[config.mk]
export PLATFORM = sky130hd
export DESIGN_NAME = fifo_rd_ctrl
export DESIGN_NICKNAME = d
export VERILOG_FILES = /design/src/rtl/fifo_rd_ctrl.sv
export SDC_FILE = /design/constraint.sdc
export NUM_CORES = 1
export LEC_CHECK = 0
export CAP_MARGIN = 30
export CORE_MARGIN = 1
export CORE_UTILIZATION = 25
export DETAILED_ROUTE_END_ITERATION = 12
export GPL_TIMING_DRIVEN = 0
export HOLD_SLACK_MARGIN = 0.1
export PLACE_DENSITY_LB_ADDON = 0.15
export SYNTH_ARGS = -nofsm -noshare
export SYNTH_HDL_FRONTEND = slang
export SYNTH_SLANG_ARGS = --single-unit
[constraint.sdc]
create_clock -name clk_trg -period 15.55 [get_ports clk_trg]
set_input_delay 3.11 -clock clk_trg [delete_from_list [all_inputs] [get_ports clk_trg]]
set_output_delay 3.11 -clock clk_trg [all_outputs]
set_load 0.01 [all_outputs]
[src/rtl/fifo_rd_ctrl.sv]
`default_nettype none
// ============================================================================
// Module      : fifo_rd_ctrl
// Description : Read-side controller of the asynchronous FIFO, in the read
//               clock domain. Converts the synchronized Gray write pointer to
//               binary, issues RAM reads, and feeds a 2-entry output buffer
//               that covers the 1-cycle RAM read latency behind a
//               valid/ready interface. Returns a registered Gray read pointer
//               for the write-domain synchronizer and reports empty,
//               almost-empty and fill level.
// Revision    : 1.0 - initial release
// ----------------------------------------------------------------------------
// Parameters  : ADDR_WIDTH    RAM address width (depth = 2**ADDR_WIDTH)
//               DATA_WIDTH    word width
//               AEMPTY_THRESH almost_empty asserts when rd_level <= this
// Macro       : FIFO_RD_AEMPTY_EN - when defined, almost_empty is computed;
//               when undefined, almost_empty is tied low and AEMPTY_THRESH
//               has no effect.
// Ports       : clk_trg          read-domain clock
//               rst_trg          synchronous active-high reset
//               wr_ptr_gray_sync write pointer (Gray), synchronized to clk_trg
//               rd_ptr_gray      registered Gray read pointer
//               ram_rd_en        RAM read strobe
//               ram_rd_addr      RAM read address
//               ram_rd_data      RAM read data (valid cycle after ram_rd_en)
//               m_valid/m_ready  output handshake
//               m_data           output word (buffer head)
//               empty            no unread words left in RAM
//               almost_empty     rd_level <= AEMPTY_THRESH
//               rd_level         RAM unread + in flight + buffered words
// ============================================================================
module fifo_rd_ctrl #(
   parameter int ADDR_WIDTH    = 8,
   parameter int DATA_WIDTH    = 32,
   parameter int AEMPTY_THRESH = 2
) (
   input  logic                  clk_trg,
   input  logic                  rst_trg,
   input  logic [ADDR_WIDTH:0]   wr_ptr_gray_sync,
   output logic [ADDR_WIDTH:0]   rd_ptr_gray,
   output logic                  ram_rd_en,
   output logic [ADDR_WIDTH-1:0] ram_rd_addr,
   input  logic [DATA_WIDTH-1:0] ram_rd_data,
   output logic                  m_valid,
   input  logic                  m_ready,
   output logic [DATA_WIDTH-1:0] m_data,
   output logic                  empty,
   output logic                  almost_empty,
   output logic [ADDR_WIDTH:0]   rd_level
);

   localparam int c_PTR_W = ADDR_WIDTH + 1;

   // State encoding equals the number of buffered words.
   typedef enum logic [1:0] {
      S_EMPTY = 2'd0,
      S_ONE   = 2'd1,
      S_TWO   = 2'd2
   } occ_state_t;

   occ_state_t              r_state;
   occ_state_t              w_state_nxt;
   logic [c_PTR_W-1:0]      r_rd_bin;
   logic [c_PTR_W-1:0]      w_rd_bin_nxt;
   logic [c_PTR_W-1:0]      r_rd_ptr_gray;
   logic                    r_inflight;
   logic [DATA_WIDTH-1:0]   r_buf0;        // head entry
   logic [DATA_WIDTH-1:0]   r_buf1;        // second entry
   logic [DATA_WIDTH-1:0]   w_buf0_nxt;
   logic [DATA_WIDTH-1:0]   w_buf1_nxt;
   logic [c_PTR_W-1:0]      w_wr_bin;
   logic [c_PTR_W-1:0]      w_ram_words;
   logic [1:0]              w_occ;
   logic [2:0]              w_busy;
   logic                    w_arrive;
   logic                    w_pop;

   // Gray to binary: each binary bit is the XOR of all Gray bits at or above it.
   for (genvar i = 0; i < c_PTR_W; i++) begin : g_gray2bin
      assign w_wr_bin[i] = ^wr_ptr_gray_sync[c_PTR_W-1:i];
   end

   assign w_ram_words = w_wr_bin - r_rd_bin;
   assign w_occ       = r_state;
   assign w_busy      = {1'b0, w_occ} + {2'b00, r_inflight};

   // A read is issued only if a buffer slot is guaranteed free from registered
   // state alone, so m_ready never reaches the RAM strobe combinationally.
   // The cost is that a word in flight plus a word held blocks the next read
   // even when that held word is being popped.
   assign ram_rd_en    = !rst_trg && (w_ram_words != '0) && (w_busy < 3'd2);
   assign ram_rd_addr  = r_rd_bin[ADDR_WIDTH-1:0];
   assign w_rd_bin_nxt = ram_rd_en ? (r_rd_bin + c_PTR_W'(1)) : r_rd_bin;

   assign rd_ptr_gray = r_rd_ptr_gray;
   assign empty       = (r_rd_ptr_gray == wr_ptr_gray_sync);
   assign rd_level    = w_ram_words + c_PTR_W'(r_inflight) + c_PTR_W'(w_occ);

`ifdef FIFO_RD_AEMPTY_EN
   assign almost_empty = (rd_level <= c_PTR_W'(AEMPTY_THRESH));
`else
   assign almost_empty = 1'b0;
`endif

   assign m_valid  = (r_state != S_EMPTY);
   assign m_data   = r_buf0;
   assign w_arrive = r_inflight;
   assign w_pop    = m_valid && m_ready;

   always_ff @(posedge clk_trg) begin
      if (rst_trg) begin
         r_state       <= S_EMPTY;
         r_rd_bin      <= '0;
         r_rd_ptr_gray <= '0;
         r_inflight    <= 1'b0;
         r_buf0        <= '0;
         r_buf1        <= '0;
      end else begin
         r_state       <= w_state_nxt;
         r_rd_bin      <= w_rd_bin_nxt;
         r_rd_ptr_gray <= w_rd_bin_nxt ^ (w_rd_bin_nxt >> 1);
         r_inflight    <= ram_rd_en;
         r_buf0        <= w_buf0_nxt;
         r_buf1        <= w_buf1_nxt;
      end
   end

   // Output buffer: arrivals go to the tail, pops take the head. Arrival in
   // S_TWO cannot happen because no read is issued while two slots are busy.
   always_comb begin
      w_state_nxt = r_state;
      w_buf0_nxt  = r_buf0;
      w_buf1_nxt  = r_buf1;
      case (r_state)
         S_EMPTY: begin
            if (w_arrive) begin
               w_buf0_nxt  = ram_rd_data;
               w_state_nxt = S_ONE;
            end
         end
         S_ONE: begin
            case ({w_arrive, w_pop})
               2'b10: begin
                  w_buf1_nxt  = ram_rd_data;
                  w_state_nxt = S_TWO;
               end
               2'b01: begin
                  w_state_nxt = S_EMPTY;
               end
               2'b11: begin
                  // Head leaves and the new word takes its place.
                  w_buf0_nxt  = ram_rd_data;
               end
               default: begin
               end
            endcase
         end
         S_TWO: begin
            if (w_pop) begin
               w_buf0_nxt  = r_buf1;
               w_state_nxt = S_ONE;
            end
         end
         default: begin
            w_state_nxt = S_EMPTY;
         end
      endcase
   end

endmodule
`default_nettype wire

; After elaboration in Yosys (flattened, before gate mapping)
; Cells that the tools add are included.
[classes]
n_bitwise = 1
order_cmp = 1
n_mux = 9
add_sub_neg = 5
reduce_logical = 19
n_eq_ne = 10
[op_table]
columns = cell, n
row1 = two-way mux 32 bit, 3
row2 = case mux 32 bit (3 select lines), 1
row3 = adder 9 x 1 -> 9 bit, 1
row4 = "adder 9 x 1 -> 9 bit, second input constant", 1
row5 = adder 9 x 2 -> 9 bit, 1
row6 = equality test 9 bit, 1
row7 = two-way mux 9 bit, 1
row8 = nonzero test 9 bit, 1
row9 = XOR reduction 9 bit, 1
row10 = subtractor 9 bit, 1
row11 = XOR 9 x 8 -> 9 bit, 1
row12 = XOR reduction 8 bit, 1
row13 = XOR reduction 7 bit, 1
row14 = "equality test 2 bit, second input constant", 3
row15 = case mux 2 bit (3 select lines), 1
row16 = XOR reduction 6 bit, 1
row17 = XOR reduction 5 bit, 1
row18 = "equality test 2 x 1 -> 1 bit, second input constant", 2
row19 = two-way mux 2 bit, 2
row20 = "!= test 2 bit, second input constant", 2
row21 = case mux 2 bit (2 select lines), 1
row22 = AND reduction 4 bit, 1
row23 = XOR reduction 4 bit, 1
row24 = adder 2 x 1 -> 3 bit, 1
row25 = 12 further kinds, 14
[totals]
out_inout_bits = 62
ff_bits = 85
inputBits = 44

; Depth between registers and ports, before layout
[logic_depth]
word_depth = 7
ltp_mapped = 20

; Least setup slack after synthesis
; Ideal clock, no wire load.
[synth_timing]
path_kind = input-to-output
from = input wr_ptr_gray_sync[8]
to = output ram_rd_en
path_stages = 17
setup_slack_ns = 5.748
required_time_ns = 12.440
t_arrival_ns = 6.692
path_cell_list = xor2_1 -> xnor2_1 -> xor2_1 -> xor2_1 -> xnor2_1 -> xor2_1 -> xnor2_1 -> xor2_1 -> ha_1 -> fa_1 -> nor2b_1 -> o2111a_1 -> or3_4 -> a2111oi_4 -> a41oi_1 -> buf_4 -> buf_6
[synth_between]
elab_chain_len = 5
elab_cells_between_ends = 12
[synth_rtl]
columns = element, line
row1 = start: declaration, 39  ; input logic [ADDR_WIDTH:0] wr_ptr_gray_sync,
row2 = "XOR reduction 9 bit, or another cell as far along", 80  ; assign w_wr_bin[i] = ^wr_ptr_gray_sync[c_PTR_W-1:i];
row3 = subtractor 9 bit *, 83  ; assign w_ram_words = w_wr_bin - r_rd_bin;
row4 = nonzero test 9 bit *, 91  ; assign ram_rd_en = !rst_trg && (w_ram_words != '0) && (w_busy < 3'd2);
row5 = logical AND 1 bit * (2 in a row), 91
row6 = end: declaration, 41  ; output logic ram_rd_en,
; Every way passes the cells marked *; elsewhere a longest branch is shown, timed or not.

; Final worst setup path
[layout_timing]
from = input wr_ptr_gray_sync[7]
to = output ram_rd_en
; Same word-level chain as after synthesis.

==> summary.json <==
{
  "run_status": {
    "run_status": "finished clean"
  },
  "job": {
    "maxCapViolCount": 0
  },
  "pwr": {
    "p_sw_w": 0.000228,
    "p_leak_nw": 2.32,
    "combinationalPowerShare_pct": 35.4,
    "p_seq_share_pct": 33.9,
    "worst_ir_drop_vdd_v": 0.0000541,
    "switching_share_pct": 32.2,
    "clock_power_share_pct": 30.7,
    "power_density_mw_per_mm2": 119,
    "internal-power_w": 0.000480
  },
  "global_routing": {
    "busiest_layer_in_global_routing": "met2",
    "global_route.usage.met2_pct": 23.7,
    "number_of_global_route_vias_before_repair": 3782,
    "globalRoute.totalOverflow": 0,
    "track_usage_pct": 14.2,
    "grtUsageMet1_pct": 18.1,
    "grt_max_degree": 16,
    "met3_usage_pct": 2.78,
    "grt_antenna_before_repair": 0,
    "first_pass_grt_wire_length_mm": 19.8
  },
  "drt": {
    "detail-route-antenna-nets": 0,
    "detail_route.iter0.violations": 136,
    "routed_wirelength_mm": 12.1,
    "detail_route.wl_per_cell_um": 14.1,
    "drc": 0,
    "post_drt_via_cell_ratio": 4.54,
    "num_vias": 3881,
    "first_pass_iters": 4
  },
  "worst_setup_path": {
    "crit_slowest_cell": "sky130_fd_sc_hd__clkdlybuf4s50_1",
    "crit_path_max_fanout": 10,
    "worst-endpoint-arrival_ns": 8.16,
    "critPathTopFamily": "XOR/XNOR gates",
    "critPathBufInv": 4,
    "slowest_delay_ns": 0.54,
    "worst-endpoint-required_ns": 12.44,
    "path_class": "input pin to output pin",
    "timing.critical_path.cells": "clkdlybuf4s50_1 -> xor2_1 -> xnor2_1 -> xor2_1 -> xor2_1 -> xnor2_1 -> xor2_1 -> xnor2_1 -> xor2_1 -> ha_1 -> fa_1 -> nor2b_1 -> o2111a_1 -> or3_4 -> a2111oi_4 -> a41oi_1 -> buf_4 -> buf_6 -> clkdlybuf4s50_1",
    "critPathCaptureType": "output pin",
    "worst_setup_path_start_kind": "input pin",
    "critPathMostFrequentCell": "sky130_fd_sc_hd__xor2_1"
  },
  "synthesis": {
    "synth_top_flop_cell": "sky130_fd_sc_hd__dfxtp_1",
    "synth.area.mux_share_pct": 8.67,
    "postSynth.asyncResetShare_pct": 0,
    "cell_area_synth_mm2": 0.00433,
    "ys_ff_latch": 84,
    "synthAdderAreaFrac_pct": 4.28,
    "number_of_enable_flip_flop_cells_after_synthesis": 0,
    "synth_compound_gate_area_share_pct": 15.3,
    "syn_area_per_cell_um2": 8.42,
    "synth_nets": 571,
    "number_of_instances_in_the_synthesized_netlist": 514,
    "yosys_warnings": 0,
    "synth_sequential_area_ratio_pct": 38.8,
    "dominant_combinational_cell_family_by_area_after_synthesis": "simple AND/OR/NAND/NOR gates",
    "synth_simple_gate_area_share_pct": 18.4,
    "synthDistinctLibCells": 45,
    "synth_xor_xnor_area_share_pct": 9.71
  },
  "floorplan": {
    "die_width_um": 134,
    "placeableCoreArea_mm2": 0.0168,
    "std_cell_rows": 47,
    "initial_core_util_pct": 25.8,
    "boundaryPins": 106,
    "die_area_mm2": 0.0178,
    "die_height_um": 134
  },
  "timing": {
    "finalWorstPathRequiredPeriod_ns": 11.27,
    "timing_worst_slew_pin_value_ns": 0.762,
    "holdWs_ns": 0.457,
    "timing.clock.skew_ns": 0.00986,
    "fmax_mhz": 88.7,
    "period_share_pct": 72.5,
    "finalSetupTns_ns": 0,
    "grt_setup_unrepaired": "no",
    "finalHoldViolations": 0,
    "tightest_slew_margin_relative_to_the_limit_pct": 49.2,
    "report.final.slew_viol_count": 0,
    "final_number_of_setup_violating_endpoints": 0
  },
  "layout": {
    "final_net_count": 686,
    "most-common-layout-cells": "104 x sky130_fd_sc_hd__clkdlybuf4s50_1, 84 x sky130_fd_sc_hd__dfxtp_1, 78 x sky130_fd_sc_hd__nand2_1",
    "nFillCells": 1715,
    "drive_above_1_share_pct": 4.26,
    "post-route-cell-area_mm2": 0.00595,
    "area_delta_synth_final_pct": 37.4,
    "layout_commonest_cell": "sky130_fd_sc_hd__clkdlybuf4s50_1",
    "antennaDiodeCount": 0
  },
  "cts": {
    "cts-resized-gates": 0,
    "cts_hold_repair.buffers": 0,
    "clock_sink_count": 84,
    "post-cts-setup-buffer-count": 0,
    "insertion_delay_of_the_later_clocked_pin_in_the_worst_skew_pair_ns": 0.34,
    "cts-htree-levels": 3,
    "worst_setup_hold_path_clk_slew_ns": 0.06,
    "tritoncts": "built",
    "cts.path.max_buffers": 2,
    "cts_made_buffers": 9,
    "cts_root_buffer": "sky130_fd_sc_hd__clkbuf_16"
  },
  "placement": {
    "io_buffer_count": 104,
    "hpwl_mm": 9.33,
    "gp_routability_congestion": 0.796,
    "placedInstanceArea_mm2": 0.00565
  },
  "hold_path": {
    "timing.hold.worst.class": "flop to flop"
  }
}
[worst paths after layout]
check                   endpoint  cells after the start                 from  slack [ns]
setup / recovery       ram_rd_en                     19  wr_ptr_gray_sync[7]        4.28
hold / removal        r_buf1[31]                      2           r_buf1[31]        0.46
setup reg to reg  rd_ptr_gray[6]                     12          r_rd_bin[2]       12.10
hold reg to reg       r_buf1[31]                      2           r_buf1[31]        0.46
[worst min-delay path: cells and delay by family (launching register included)]
family / cells / cell delay, ns
AO/OA/AOI/OAI: 1 / 0.05
AND/OR/NAND/NOR: 1 / 0.05
flip-flops: 1 / 0.31
[metal layers]
layer / share of wire (%) / wire, um
met1: 47 / 5680
met2: 48 / 5770
met3: 4.0 / 480
met4: 1.3 / 153
met5: 0 / 0
[kinds of logic after synthesis]
logic type / after synthesis
buf+inv: 48
simple gates: 183
flops: 84
other cells: 1
fa+ha+maj: 13
mux: 37
xor+xnor: 48
compound gates: 100
[through the flow]
stage	utilization (%)	power [W]	setup slack, ns	instances
after floorplan	-	0.000392	5.75	514
after global placement	33.7	0.000494	4.28	838
after detailed placement	33.7	0.000499	4.25	838
after CTS	35.5	0.000718	4.24	854
after global routing	35.5	0.000755	3.86	854
final	35.5	0.000708	4.28	854
[registers in the layout (all words and copies together), names as in the netlist]
signal,flops
m_data,32
r_rd_bin,9
r_inflight,1
r_state,2
rd_ptr_gray,8
r_buf1,32
[power by group through the flow]
stage | Clock (W) | Combinational (W) | Sequential (W)
global placement | 0 | 0.000249 | 0.000245
detailed placement | 0 | 0.000254 | 0.000245
global route | 0.000236 | 0.000277 | 0.000242
floorplan | 0 | 0.000143 | 0.000248
CTS | 0.000223 | 0.000255 | 0.000240
finish | 0.000218 | 0.000251 | 0.000240
[final cells by class]
| class | count | area (um2) | area share (%) |
|---|---|---|---|
| plain buffers | 33 | 146 | 2.46 |
| well taps | 220 | 275 | 4.63 |
| repair buffers | 104 | 1040 | 17.5 |
| multi-input cells | 382 | 2440 | 41.1 |
| inverters | 15 | 56.3 | 0.947 |
| clock buffers | 10 | 229 | 3.85 |
| clock inverters | 6 | 72.6 | 1.22 |
| flip-flops and latches | 84 | 1680 | 28.3 |
[cells in the mapped netlist (all sizes together), types with 2 or more instances]
cell type	number	share of area, %
dfxtp	84	39
nand2	78	6.8
nor2	61	5.3
a21oi	43	5.0
a211oi	36	6.4
mux2i	36	8.3
xnor2	33	6.7
clkbuf	28	2.4
inv	15	1.3
xor2	15	3.0
ha	10	2.9
nand4	8	1.2
nor3	8	0.92
o21ai	6	0.69
and3	5	0.72
buf	5	0.95
nand2b	5	0.72
nor2b	5	0.72
or2	4	0.58
fa	3	1.4
a21o	2	0.35
a31oi	2	0.29
a41oi	2	0.40
nand3	2	0.23
o22a	2	0.40
or3	2	0.40
Power figures use the tool's default switching activity.
